[src/rtl/cci_mpf_c0_rd_arb_if.sv]
// c0 (read-request) channel between the arbiter and the FIU side of cci_mpf_if.
// The master drives read requests and consumes almost-full and read responses.
interface cci_mpf_c0_rd_arb_if #(
    parameter int ADDR_W  = 42,
    parameter int MDATA_W = 16
) ();
    logic               fiu_almfull;
    logic               tx_valid;
    logic [ADDR_W-1:0]  tx_addr;
    logic [MDATA_W-1:0] tx_mdata;
    logic               rx_valid;
    logic [MDATA_W-1:0] rx_mdata;

    modport master (
        input  fiu_almfull,
        input  rx_valid,
        input  rx_mdata,
        output tx_valid,
        output tx_addr,
        output tx_mdata
    );

    modport slave (
        output fiu_almfull,
        output rx_valid,
        output rx_mdata,
        input  tx_valid,
        input  tx_addr,
        input  tx_mdata
    );
endinterface

[src/rtl/cci_mpf_c0_rd_arb.sv]
// Round-robin arbiter sharing one c0 read-request channel among N_REQ requesters.
// Requests are tagged with the requester ID in the upper mdata bits; responses are
// routed back by that tag. Per-requester credit counters bound in-flight reads.

// Simulation-time checker for the arbiter: grant shape, credit bound, requester hold rule.
module cci_mpf_c0_rd_arb_chk #(
    parameter int N_REQ   = 4,
    parameter int ADDR_W  = 42,
    parameter int UW      = 14,
    parameter int MAX_OUT = 32,
    parameter int CNT_W   = 6
) (
    input logic                    clk,
    input logic                    reset,
    input logic [N_REQ-1:0]        req_valid,
    input logic [N_REQ*ADDR_W-1:0] req_addr,
    input logic [N_REQ*UW-1:0]     req_mdata,
    input logic [N_REQ-1:0]        req_grant,
    input logic [N_REQ*CNT_W-1:0]  outstanding
);
    a_grant_onehot0: assert property (@(posedge clk) $onehot0(req_grant));

    for (genvar g = 0; g < N_REQ; g++) begin : g_chk
        a_cnt_bound: assert property (@(posedge clk)
            outstanding[g*CNT_W +: CNT_W] <= CNT_W'(MAX_OUT));

        a_req_hold: assert property (@(posedge clk) disable iff (reset == 1'b0)
            (req_valid[g] && !req_grant[g]) |=>
            (req_valid[g] && $stable(req_addr[g*ADDR_W +: ADDR_W])
                          && $stable(req_mdata[g*UW +: UW])));
    end
endmodule

module cci_mpf_c0_rd_arb #(
    parameter  int N_REQ   = 4,
    parameter  int ADDR_W  = 42,
    parameter  int MDATA_W = 16,
    parameter  int MAX_OUT = 32,
    localparam int ID_W    = $clog2(N_REQ),
    localparam int UW      = MDATA_W - ID_W,
    localparam int CNT_W   = $clog2(MAX_OUT + 1)
) (
    input  logic                    clk,
    input  logic                    reset,
    input  logic [N_REQ-1:0]        req_valid,
    input  logic [N_REQ*ADDR_W-1:0] req_addr,
    input  logic [N_REQ*UW-1:0]     req_mdata,
    output logic [N_REQ-1:0]        req_grant,
    cci_mpf_c0_rd_arb_if.master     c0,
    output logic [N_REQ-1:0]        rsp_valid,
    output logic [UW-1:0]           rsp_mdata,
    output logic [N_REQ*CNT_W-1:0]  outstanding,
    output logic                    err_rsp
);
    // One-hot decode of a requester ID.
    function automatic logic [N_REQ-1:0] id_onehot(input logic [ID_W-1:0] id);
        logic [N_REQ-1:0] v;
        v = '0;
        v[id] = 1'b1;
        return v;
    endfunction

    logic [ID_W-1:0]    ptr_r;
    logic [CNT_W-1:0]   cnt_r [N_REQ];
    logic               tx_valid_r;
    logic [ADDR_W-1:0]  tx_addr_r;
    logic [MDATA_W-1:0] tx_mdata_r;
    logic [N_REQ-1:0]   rsp_valid_r;
    logic [UW-1:0]      rsp_mdata_r;
    logic               err_r;

    logic [N_REQ-1:0]   eligible_s;
    logic [N_REQ-1:0]   grant_s;
    logic               grant_any_s;
    logic [ID_W-1:0]    grant_id_s;
    logic [ID_W-1:0]    ptr_nxt_s;
    logic [ADDR_W-1:0]  sel_addr_s;
    logic [UW-1:0]      sel_mdata_s;
    logic [ID_W-1:0]    rx_id_s;
    logic [N_REQ-1:0]   rx_dec_s;
    logic               rx_ok_s;
    logic               rx_bad_s;
    logic               zero_hit_s;
    logic [CNT_W-1:0]   cnt_nxt_s [N_REQ];

    // A requester may compete only while it holds a request and has a free credit.
    always_comb begin
        eligible_s = '0;
        for (int i = 0; i < N_REQ; i++) begin
            eligible_s[i] = req_valid[i] && (cnt_r[i] < CNT_W'(MAX_OUT));
        end
    end

    // Round-robin pick of the first eligible requester starting at the pointer.
    always_comb begin
        int idx;
        idx         = 0;
        grant_s     = '0;
        grant_any_s = 1'b0;
        grant_id_s  = '0;
        ptr_nxt_s   = ptr_r;
        sel_addr_s  = '0;
        sel_mdata_s = '0;
        if (reset && !c0.fiu_almfull) begin
            for (int k = 0; k < N_REQ; k++) begin
                idx = (int'(ptr_r) + k) % N_REQ;
                if (!grant_any_s && eligible_s[idx]) begin
                    grant_any_s  = 1'b1;
                    grant_s[idx] = 1'b1;
                    grant_id_s   = ID_W'(idx);
                    ptr_nxt_s    = ID_W'((idx + 1) % N_REQ);
                    sel_addr_s   = req_addr[idx*ADDR_W +: ADDR_W];
                    sel_mdata_s  = req_mdata[idx*UW +: UW];
                end else begin
                    // an earlier requester already won this cycle
                end
            end
        end else begin
            // held in reset or FIU almost full: nobody is granted
            grant_any_s = 1'b0;
        end
    end

    // Decode the response tag; IDs beyond the requester range are flagged and dropped.
    always_comb begin
        rx_id_s  = c0.rx_mdata[MDATA_W-1 -: ID_W];
        rx_dec_s = '0;
        rx_ok_s  = 1'b0;
        rx_bad_s = 1'b0;
        if (c0.rx_valid) begin
            if ({1'b0, rx_id_s} < (ID_W+1)'(N_REQ)) begin
                rx_ok_s  = 1'b1;
                rx_dec_s = id_onehot(rx_id_s);
            end else begin
                rx_bad_s = 1'b1;
            end
        end else begin
            rx_ok_s = 1'b0;
        end
    end

    // Credit update: grant adds, response removes; a response on an empty counter is an error.
    always_comb begin
        zero_hit_s = 1'b0;
        for (int i = 0; i < N_REQ; i++) begin
            cnt_nxt_s[i] = cnt_r[i];
            case ({grant_s[i], rx_dec_s[i]})
                2'b10: cnt_nxt_s[i] = cnt_r[i] + CNT_W'(1);
                2'b01: begin
                    if (cnt_r[i] == '0) begin
                        zero_hit_s = 1'b1;
                    end else begin
                        cnt_nxt_s[i] = cnt_r[i] - CNT_W'(1);
                    end
                end
                2'b11: begin
                    if (cnt_r[i] == '0) begin
                        zero_hit_s = 1'b1;
                    end else begin
                        cnt_nxt_s[i] = cnt_r[i];
                    end
                end
                default: cnt_nxt_s[i] = cnt_r[i];
            endcase
        end
    end

    // State and registered outputs; reset clears everything and ignores responses.
    always_ff @(posedge clk) begin
        if (!reset) begin
            ptr_r       <= '0;
            tx_valid_r  <= 1'b0;
            tx_addr_r   <= '0;
            tx_mdata_r  <= '0;
            rsp_valid_r <= '0;
            rsp_mdata_r <= '0;
            err_r       <= 1'b0;
            for (int i = 0; i < N_REQ; i++) begin
                cnt_r[i] <= '0;
            end
        end else begin
            ptr_r      <= ptr_nxt_s;
            tx_valid_r <= grant_any_s;
            if (grant_any_s) begin
                tx_addr_r  <= sel_addr_s;
                tx_mdata_r <= {grant_id_s, sel_mdata_s};
            end
            rsp_valid_r <= rx_dec_s;
            if (rx_ok_s) begin
                rsp_mdata_r <= c0.rx_mdata[UW-1:0];
            end
            err_r <= err_r | rx_bad_s | zero_hit_s;
            for (int i = 0; i < N_REQ; i++) begin
                cnt_r[i] <= cnt_nxt_s[i];
            end
        end
    end

    // Pack the credit counters onto the debug port.
    always_comb begin
        outstanding = '0;
        for (int i = 0; i < N_REQ; i++) begin
            outstanding[i*CNT_W +: CNT_W] = cnt_r[i];
        end
    end

    assign req_grant   = grant_s;
    assign c0.tx_valid = tx_valid_r;
    assign c0.tx_addr  = tx_addr_r;
    assign c0.tx_mdata = tx_mdata_r;
    assign rsp_valid   = rsp_valid_r;
    assign rsp_mdata   = rsp_mdata_r;
    assign err_rsp     = err_r;

    cci_mpf_c0_rd_arb_chk #(
        .N_REQ   (N_REQ),
        .ADDR_W  (ADDR_W),
        .UW      (UW),
        .MAX_OUT (MAX_OUT),
        .CNT_W   (CNT_W)
    ) u_chk (
        .clk         (clk),
        .reset       (reset),
        .req_valid   (req_valid),
        .req_addr    (req_addr),
        .req_mdata   (req_mdata),
        .req_grant   (req_grant),
        .outstanding (outstanding)
    );
endmodule

[src/flat_wrapper.sv]
// flat-port wrapper written by rule: the top's interface ports become plain ports
module cci_mpf_c0_rd_arb_flat 
#(
    parameter  int N_REQ   = 4,
    parameter  int ADDR_W  = 42,
    parameter  int MDATA_W = 16,
    parameter  int MAX_OUT = 32,
    localparam int ID_W    = $clog2(N_REQ),
    localparam int UW      = MDATA_W - ID_W,
    localparam int CNT_W   = $clog2(MAX_OUT + 1)
)
  (clk, reset, req_valid, req_addr, req_mdata, req_grant, rsp_valid, rsp_mdata, outstanding, err_rsp, c0_fiu_almfull, c0_rx_valid, c0_rx_mdata, c0_tx_valid, c0_tx_addr, c0_tx_mdata);
  cci_mpf_c0_rd_arb_if #(.ADDR_W(ADDR_W), .MDATA_W(MDATA_W)) c0_i ();
  input  logic clk;
  input  logic reset;
  input  logic [N_REQ-1:0] req_valid;
  input  logic [N_REQ*ADDR_W-1:0] req_addr;
  input  logic [N_REQ*UW-1:0] req_mdata;
  output logic [N_REQ-1:0] req_grant;
  output logic [N_REQ-1:0] rsp_valid;
  output logic [UW-1:0] rsp_mdata;
  output logic [N_REQ*CNT_W-1:0] outstanding;
  output logic err_rsp;
  input wire logic [$bits(c0_i.fiu_almfull)-1:0] c0_fiu_almfull;
  input wire logic [$bits(c0_i.rx_valid)-1:0] c0_rx_valid;
  input wire logic [$bits(c0_i.rx_mdata)-1:0] c0_rx_mdata;
  output wire logic [$bits(c0_i.tx_valid)-1:0] c0_tx_valid;
  output wire logic [$bits(c0_i.tx_addr)-1:0] c0_tx_addr;
  output wire logic [$bits(c0_i.tx_mdata)-1:0] c0_tx_mdata;
  assign c0_i.fiu_almfull = c0_fiu_almfull;
  assign c0_i.rx_valid = c0_rx_valid;
  assign c0_i.rx_mdata = c0_rx_mdata;
  assign c0_tx_valid = c0_i.tx_valid;
  assign c0_tx_addr = c0_i.tx_addr;
  assign c0_tx_mdata = c0_i.tx_mdata;
  cci_mpf_c0_rd_arb #(.N_REQ(N_REQ), .ADDR_W(ADDR_W), .MDATA_W(MDATA_W), .MAX_OUT(MAX_OUT)) u_core (.clk(clk), .reset(reset), .req_valid(req_valid), .req_addr(req_addr), .req_mdata(req_mdata), .req_grant(req_grant), .c0(c0_i), .rsp_valid(rsp_valid), .rsp_mdata(rsp_mdata), .outstanding(outstanding), .err_rsp(err_rsp));
endmodule
[config.mk]
export PLATFORM = sky130hd
export DESIGN_NAME = cci_mpf_c0_rd_arb_flat
export DESIGN_NICKNAME = d
export VERILOG_FILES = /design/src/rtl/cci_mpf_c0_rd_arb_if.sv /design/src/rtl/cci_mpf_c0_rd_arb.sv /design/src/flat_wrapper.sv
export SDC_FILE = /design/constraint.sdc
export NUM_CORES = 1
export LEC_CHECK = 0
export CELL_PAD_IN_SITES_DETAIL_PLACEMENT = 1
export CELL_PAD_IN_SITES_GLOBAL_PLACEMENT = 2
export CORE_UTILIZATION = 32
export DETAILED_ROUTE_END_ITERATION = 8
export GPL_TIMING_DRIVEN = 0
export PLACE_DENSITY = 0.8
export SETUP_SLACK_MARGIN = 0.05
export SLEW_MARGIN = 30
export SYNTH_ARGS = -nofsm -noshare
export SYNTH_HDL_FRONTEND = slang
export SYNTH_SLANG_ARGS = --single-unit
export TNS_END_PERCENT = 100
[constraint.sdc]
create_clock -name clk -period 5.73 [get_ports clk]
set_clock_uncertainty 0.05 [all_clocks]
set_input_delay 0.573 -clock clk [delete_from_list [all_inputs] [get_ports clk]]
set_output_delay 0.573 -clock clk [all_outputs]
set_load 0.005 [all_outputs]
; After elaboration in Yosys (flattened, before gate mapping)
; Memories as Yosys holds them, arrays and structs flattened.
; Index checks and enable logic that the tools add are counted.
[totals]
elab_cells = 185
inputBits = 248
ff_bits = 80
output_inout_bits = 106
ramBits = 24
n_memories = 1
[classes]
order_cmp = 14
muxes = 80
n_mul = 8
bitwise_logic = 11
reduce_logical = 30
eq_ne = 12
n_shift = 8
addsub = 14
[mem_list]
columns = memory, depth, width, read_ports, rd_clocked_by_memory_dff, wr, line_no
row1 = u_core.cnt_r, 4, 6, 4, 0, 4, cci_mpf_c0_rd_arb.sv:64  ; logic [CNT_W-1:0] cnt_r [N_REQ];
[op_table]
columns = operator, n
row1 = 168-bit by 32-bit indexed part select with 42-bit output, 4
row2 = 56-bit by 32-bit indexed part select with 14-bit output, 4
row3 = 42-bit two-way mux, 5
row4 = 14-bit two-way mux, 5
row5 = 6-bit two-way mux, 8
row6 = 6-bit case mux with 2 select lines, 4
row7 = 4-bit two-way mux, 9
row8 = 1-bit two-way mux, 31
row9 = 3-bit by 6-bit multiplier with 9-bit output (second input constant), 3
row10 = 6-bit by 1-bit adder with 6-bit output (second input constant), 4
row11 = 6-bit logical NOT, 4
row12 = 6-bit < comparator (second input constant), 4
row13 = 6-bit by 1-bit subtractor with 6-bit output (second input constant), 4
row14 = 3-bit by 4-bit multiplier with 7-bit output (second input constant), 3
row15 = 2-bit two-way mux, 9
row16 = 2-bit == test (second input constant), 8
row17 = 2-bit OR reduction, 7
row18 = 1-bit logical AND, 13
row19 = 3-bit by 4-bit < comparator with 1-bit output (second input constant), 3
row20 = 4-bit OR, 3
row21 = 2-bit adder (second input constant), 5
row22 = 1-bit demux with 2-bit select, 5
row23 = 3-bit by 1-bit greater-or-equal comparator with 1-bit output (second input constant), 3
row24 = 1-bit binary-select mux with 2-bit select, 4
row25 = 11 further kinds, 25

; Logic depth before layout (Yosys ltp)
; An unclocked memory read counts as a cell.
[logic_depth]
depth_word = 29
mapped_depth = 22

; Worst setup path before layout
; No wires, ideal clock.
[synth_timing]
path_kind = reg2reg
start = reg u_core.ptr_r[0]
end = mem u_core.cnt_r[3][5]
setup_ns = 0.072
n_path_buf = 7
path_slack_ns = 0.442
required_ns = 5.608
t_arrival_ns = 5.166
stages_incl_launch_ff = 23
path_cell_list = dfxtp_1 buf_2 inv_2 buf_1 clkbuf_1 clkbuf_1 ha_1 buf_4 inv_4 mux4_2 buf_6 or4_4 buf_6 o21ai_1 nor2_1 ha_1 a21o_1 a21oi_1 o21bai_1 a21oi_1 nor2_1 a32oi_1 mux2i_1
[synth_rtl]
columns = item, line_no
row1 = "start, declared", cci_mpf_c0_rd_arb.sv:63  ; logic [ID_W-1:0] ptr_r;
row2 = "start signal, assigned", cci_mpf_c0_rd_arb.sv:182  ; ptr_r <= ptr_nxt_s;
row3 = "end, declared", cci_mpf_c0_rd_arb.sv:64

; Final worst setup path
[layout_timing]
start = reg u_core.ptr_r[0]
end = reg u_core.tx_mdata_r[1] (netlist: u_core.c0.tx_mdata[1])
[layout_via]
elab_chain_cells = 16
word_cells_on_any_way = 47
[layout_lines]
columns = item, line_no
row1 = branches (longest 16 deep; another with 3-bit by 4-bit multiplier with 7-bit output), --
row2 = "end signal, assigned", cci_mpf_c0_rd_arb.sv:186  ; tx_mdata_r <= {grant_id_s, sel_mdata_s};
row3 = "end, declared", cci_mpf_c0_rd_arb.sv:67  ; logic [MDATA_W-1:0] tx_mdata_r;
; Parallel ways; which one is timed is not known. The select of a mux whose other input is x is not followed.
; A chain may end at the register's enable or synchronous reset.

==> out/qor.csv <==
stage,metric,value,unit
outcome,outcome,finished clean,
finish,Non-Filler Instances,2708,
finish,Area Overhead vs Synth,29.4,%
floorplanning,row cnt,81,
floorplanning,Die Wd,226,um
detailed_routing,DRT iter0 DRCs,2271,
finish,ratio of cells with drive above 1 in the final layout,20.1,%
placed_design,Post-Place Setup Slack,-1.77,ns
setup_path,CP Launch Type,flop,
worst_hold_path,hold endpoint,u_core.c0.tx_mdata[11],
global_route,largest net degree at the start of global routing,20,
synthesis,Synth top cells by count,"mux4_2 (255), mux2i_1 (148), nand2_1 (139)",
finish,fill count,5630,
global_route,first-pass GRT wire length,135000,um
floorplanning,Starting Density,32.7,%
sta,final hold slack,0.430,ns
sta,final setup margin,0.254,ns
power_and_ir_drop,total power,6.84,mW
synthesis,mapped cell area,16100,um^2
global_route,total gr overflow,0,
synthesis,synth unique cells,70,
cts,clk sinks,104,
sta,slew margin rel.,23.5,%
synthesis,Post-Synthesis Cells,1672,
cts,H-tree depth,3,
floorplanning,Core Region,49300,um^2
setup_path,crit path capture type,flop,
setup_path,Worst EP required,6.01,ns
setup_path,worst reg-to-reg path cell count,14,
synthesis,most area-hungry cell type in the Yosys netlist,mux4_2,
sta,Final TNS setup,0,ns
synthesis,post-synthesis sequential area ratio,12.9,%
setup_path,WS Path Type,reg2reg,
detailed_routing,DR WL/cell,34.7,um
global_route,vias in the first global route,19100,
worst_hold_path,WHS Path Cells,1,
setup_path,worst path arrival time,5.76,ns
finish,"Design Area, Final",20800,um^2
detailed_routing,vias post-DR,18800,
placed_design,# port buffers,349,
cts,root buf cell,clkbuf_16,
finish,fin util,42.2,%
setup_path,RR Startpoint,u_core.ptr_r[0],
placed_design,routability cong.,1.05,
synthesis,number of flops mapped to enable cells by yosys,0,
detailed_routing,Antenna Nets Post-Route,0,
global_route,GRT Total Usage,36.7,%
power_and_ir_drop,Pwr Density,329,nW/um^2
run,max-cap violations,0,
power_and_ir_drop,maximum vdd drop,0.195,mV
cts,"Reg clk slew, reported paths",0.08,ns
worst_hold_path,path category of the worst min-delay check,reg2reg,
floorplanning,Die ar.,51200,um^2
detailed_routing,Detailed Route WL,94100,um
detailed_routing,Pre-antenna DRT Iters,8,
global_route,initial antenna violation count,10,
setup_path,Worst R2R Setup Slack,0.25,ns
synthesis,Async SR Flop Fraction,0,%
sta,final slew viol count,0,
sta,worst slew pin tran,1.15,ns
synthesis,top-count cell post-synth,mux4_2,
placed_design,placed cells,2687,
synthesis,Synth Flop Type,dfxtp_1,
placed_design,Placed Instance Area,20400,um^2
cts,Num CTS Buffers,9,
synthesis,Seq cells post-synth,104,
sta,RSZ-0062 raised after global routing,no,
sta,fin crit period,5.48,ns
synthesis,Avg Inst Size Synth,9.62,um^2
sta,Final setup viols,0,
setup_path,Worst Path Max Fanout,19,
placed_design,Post-DP HPWL,72400,um
synthesis,Yosys warnings,0,
sta,final hold vios,0,
cts,TritonCTS clock tree,built,
detailed_routing,DRC violations left,0,
floorplanning,DIE HEIGHT,226,um
detailed_routing,DR vias/cell,6.93,
sta,fin crit share,95.6,%
worst_hold_path,worst hold path startpoint,u_core.c0.tx_mdata[11],
synthesis,Synthesized Nets,1948,
floorplanning,I/O pins,354,
synthesis,post-synth top area share,35.7,%
cts,clk_lat worst skew,0.40,ns
finish,# nets final,2308,
power_and_ir_drop,Leakage,7.13,nW
synthesis,Area contributors post-synth,"mux4_2 (36%), dfxtp_1 (13%), mux2i_1 (9.2%), nand2_1 (3.2%), mux2_2 (3.2%)",
sta,fmax,183,MHz
cts,Longest Clk Path Bufs,2,
setup_path,worst reg2reg path endpoint,u_core.c0.tx_mdata[1],
-- flip-flops by register name, summed over array words and instances (netlist names) --
signal	cells
u_core.c0.tx_addr	42
u_core.cnt_r	24
u_core.c0.tx_mdata	16
u_core.rsp_mdata	14
u_core.rsp_valid	4
u_core.ptr_r	2
u_core.c0.tx_valid	1
u_core.err_rsp	1
-- area by class of cell --
| cell class | count | area, um^2 | area share, % |
|---|---|---|---|
| tap | 664 | 831 | 3.99 |
| inverter | 27 | 106 | 0.511 |
| clock inverter | 7 | 90.1 | 0.433 |
| sequential | 104 | 2080 | 10.0 |
| multi-input combinational | 1360 | 13200 | 63.2 |
| buffer | 179 | 792 | 3.81 |
| clock buffer | 9 | 225 | 1.08 |
| antenna | 7 | 17.5 | 0.0842 |
| timing repair buffer | 351 | 3510 | 16.8 |
-- repair_timing --
action | CTS | global route
hold endpoints to repair | 0 | 0
setup endpoints to repair | 87 | 23
hold buffers | 0 | 0
resized for setup | 13 | 5
buffers inserted | 0 | 0
-- worst max path at each step --
stage               slack [ns]                    end            start
finish                    0.25  u_core.c0.tx_mdata[1]  u_core.ptr_r[0]
global route              0.15     u_core.cnt_r[3][5]  u_core.ptr_r[0]
CTS                       0.08     u_core.cnt_r[3][5]  u_core.ptr_r[0]
detailed placement       -1.77  u_core.c0.tx_mdata[8]  u_core.ptr_r[0]
global placement         -1.84  u_core.c0.tx_mdata[8]  u_core.ptr_r[0]
floorplan                 0.44     u_core.cnt_r[3][5]  u_core.ptr_r[0]
-- report_power, final --
part	internal, mW	switching [mW]	total [mW]	leakage, nW
sequential	0.854	0.0995	0.954	0.854
combinational	2.20	2.97	5.17	6.13
clock	0.350	0.369	0.719	0.152
-- worst max-delay path, stage by stage (launching register included) --
cell	delay (ns)
dfxtp_1	0.37
buf_4	0.21
inv_4	0.18
buf_6	0.28
clkbuf_8	0.26
ha_2	0.28
buf_4	0.21
inv_4	0.14
mux4_2	0.52
buf_6	0.16
o41ai_2	0.73
clkbuf_1	0.78
clkbuf_1	0.83
a211oi_1	0.20
a21oi_1	0.20
-- layer usage --
metal,track usage [%],up-vias,routed length (um)
met4,18.4,4,5050
met3,9.24,294,10400
met2,55.7,1444,41800
met1,48.1,9597,36800
li1,-,7425,-
met5,0,-,25
-- cells in the final DEF, fill, tap and decap left out, types with 6 or more instances in the layout --
master,instances
nor3_1,30
o31ai_1,6
o21ai_0,93
o22ai_1,9
buf_2,46
inv_1,21
nand3_1,70
xnor2_1,12
buf_1,8
clkdlybuf4s50_1,349
and2_1,17
a21o_1,9
ha_1,23
mux2_2,45
a22o_1,8
dfxtp_1,104
buf_4,6
o211ai_1,23
diode_2,7
nor2_1,109
a21oi_1,89
o32ai_1,6
mux4_2,255
a211oi_1,22
and3_1,11
mux2i_1,148
clkbuf_1,107
a221o_1,7
a22oi_1,41
clkbuf_2,10
nor2b_1,28
a31oi_1,12
nand2b_1,16
or2_2,11
clkbuf_16,9
a221oi_1,41
nand2_1,139
-- cells by family (layout without fill, tap and decap cells) --
family,Yosys count,after routing,share of synthesized area (%)
other cells,0,7,0
buf+inv,208,573,5.39
fa+ha+maj,28,28,2.36
simple gates,454,454,13.1
mux,448,448,48.1
flops,104,104,12.9
xor+xnor,12,12,0.653
compound gates,418,418,17.5
Power figures use the tool's default switching activity.
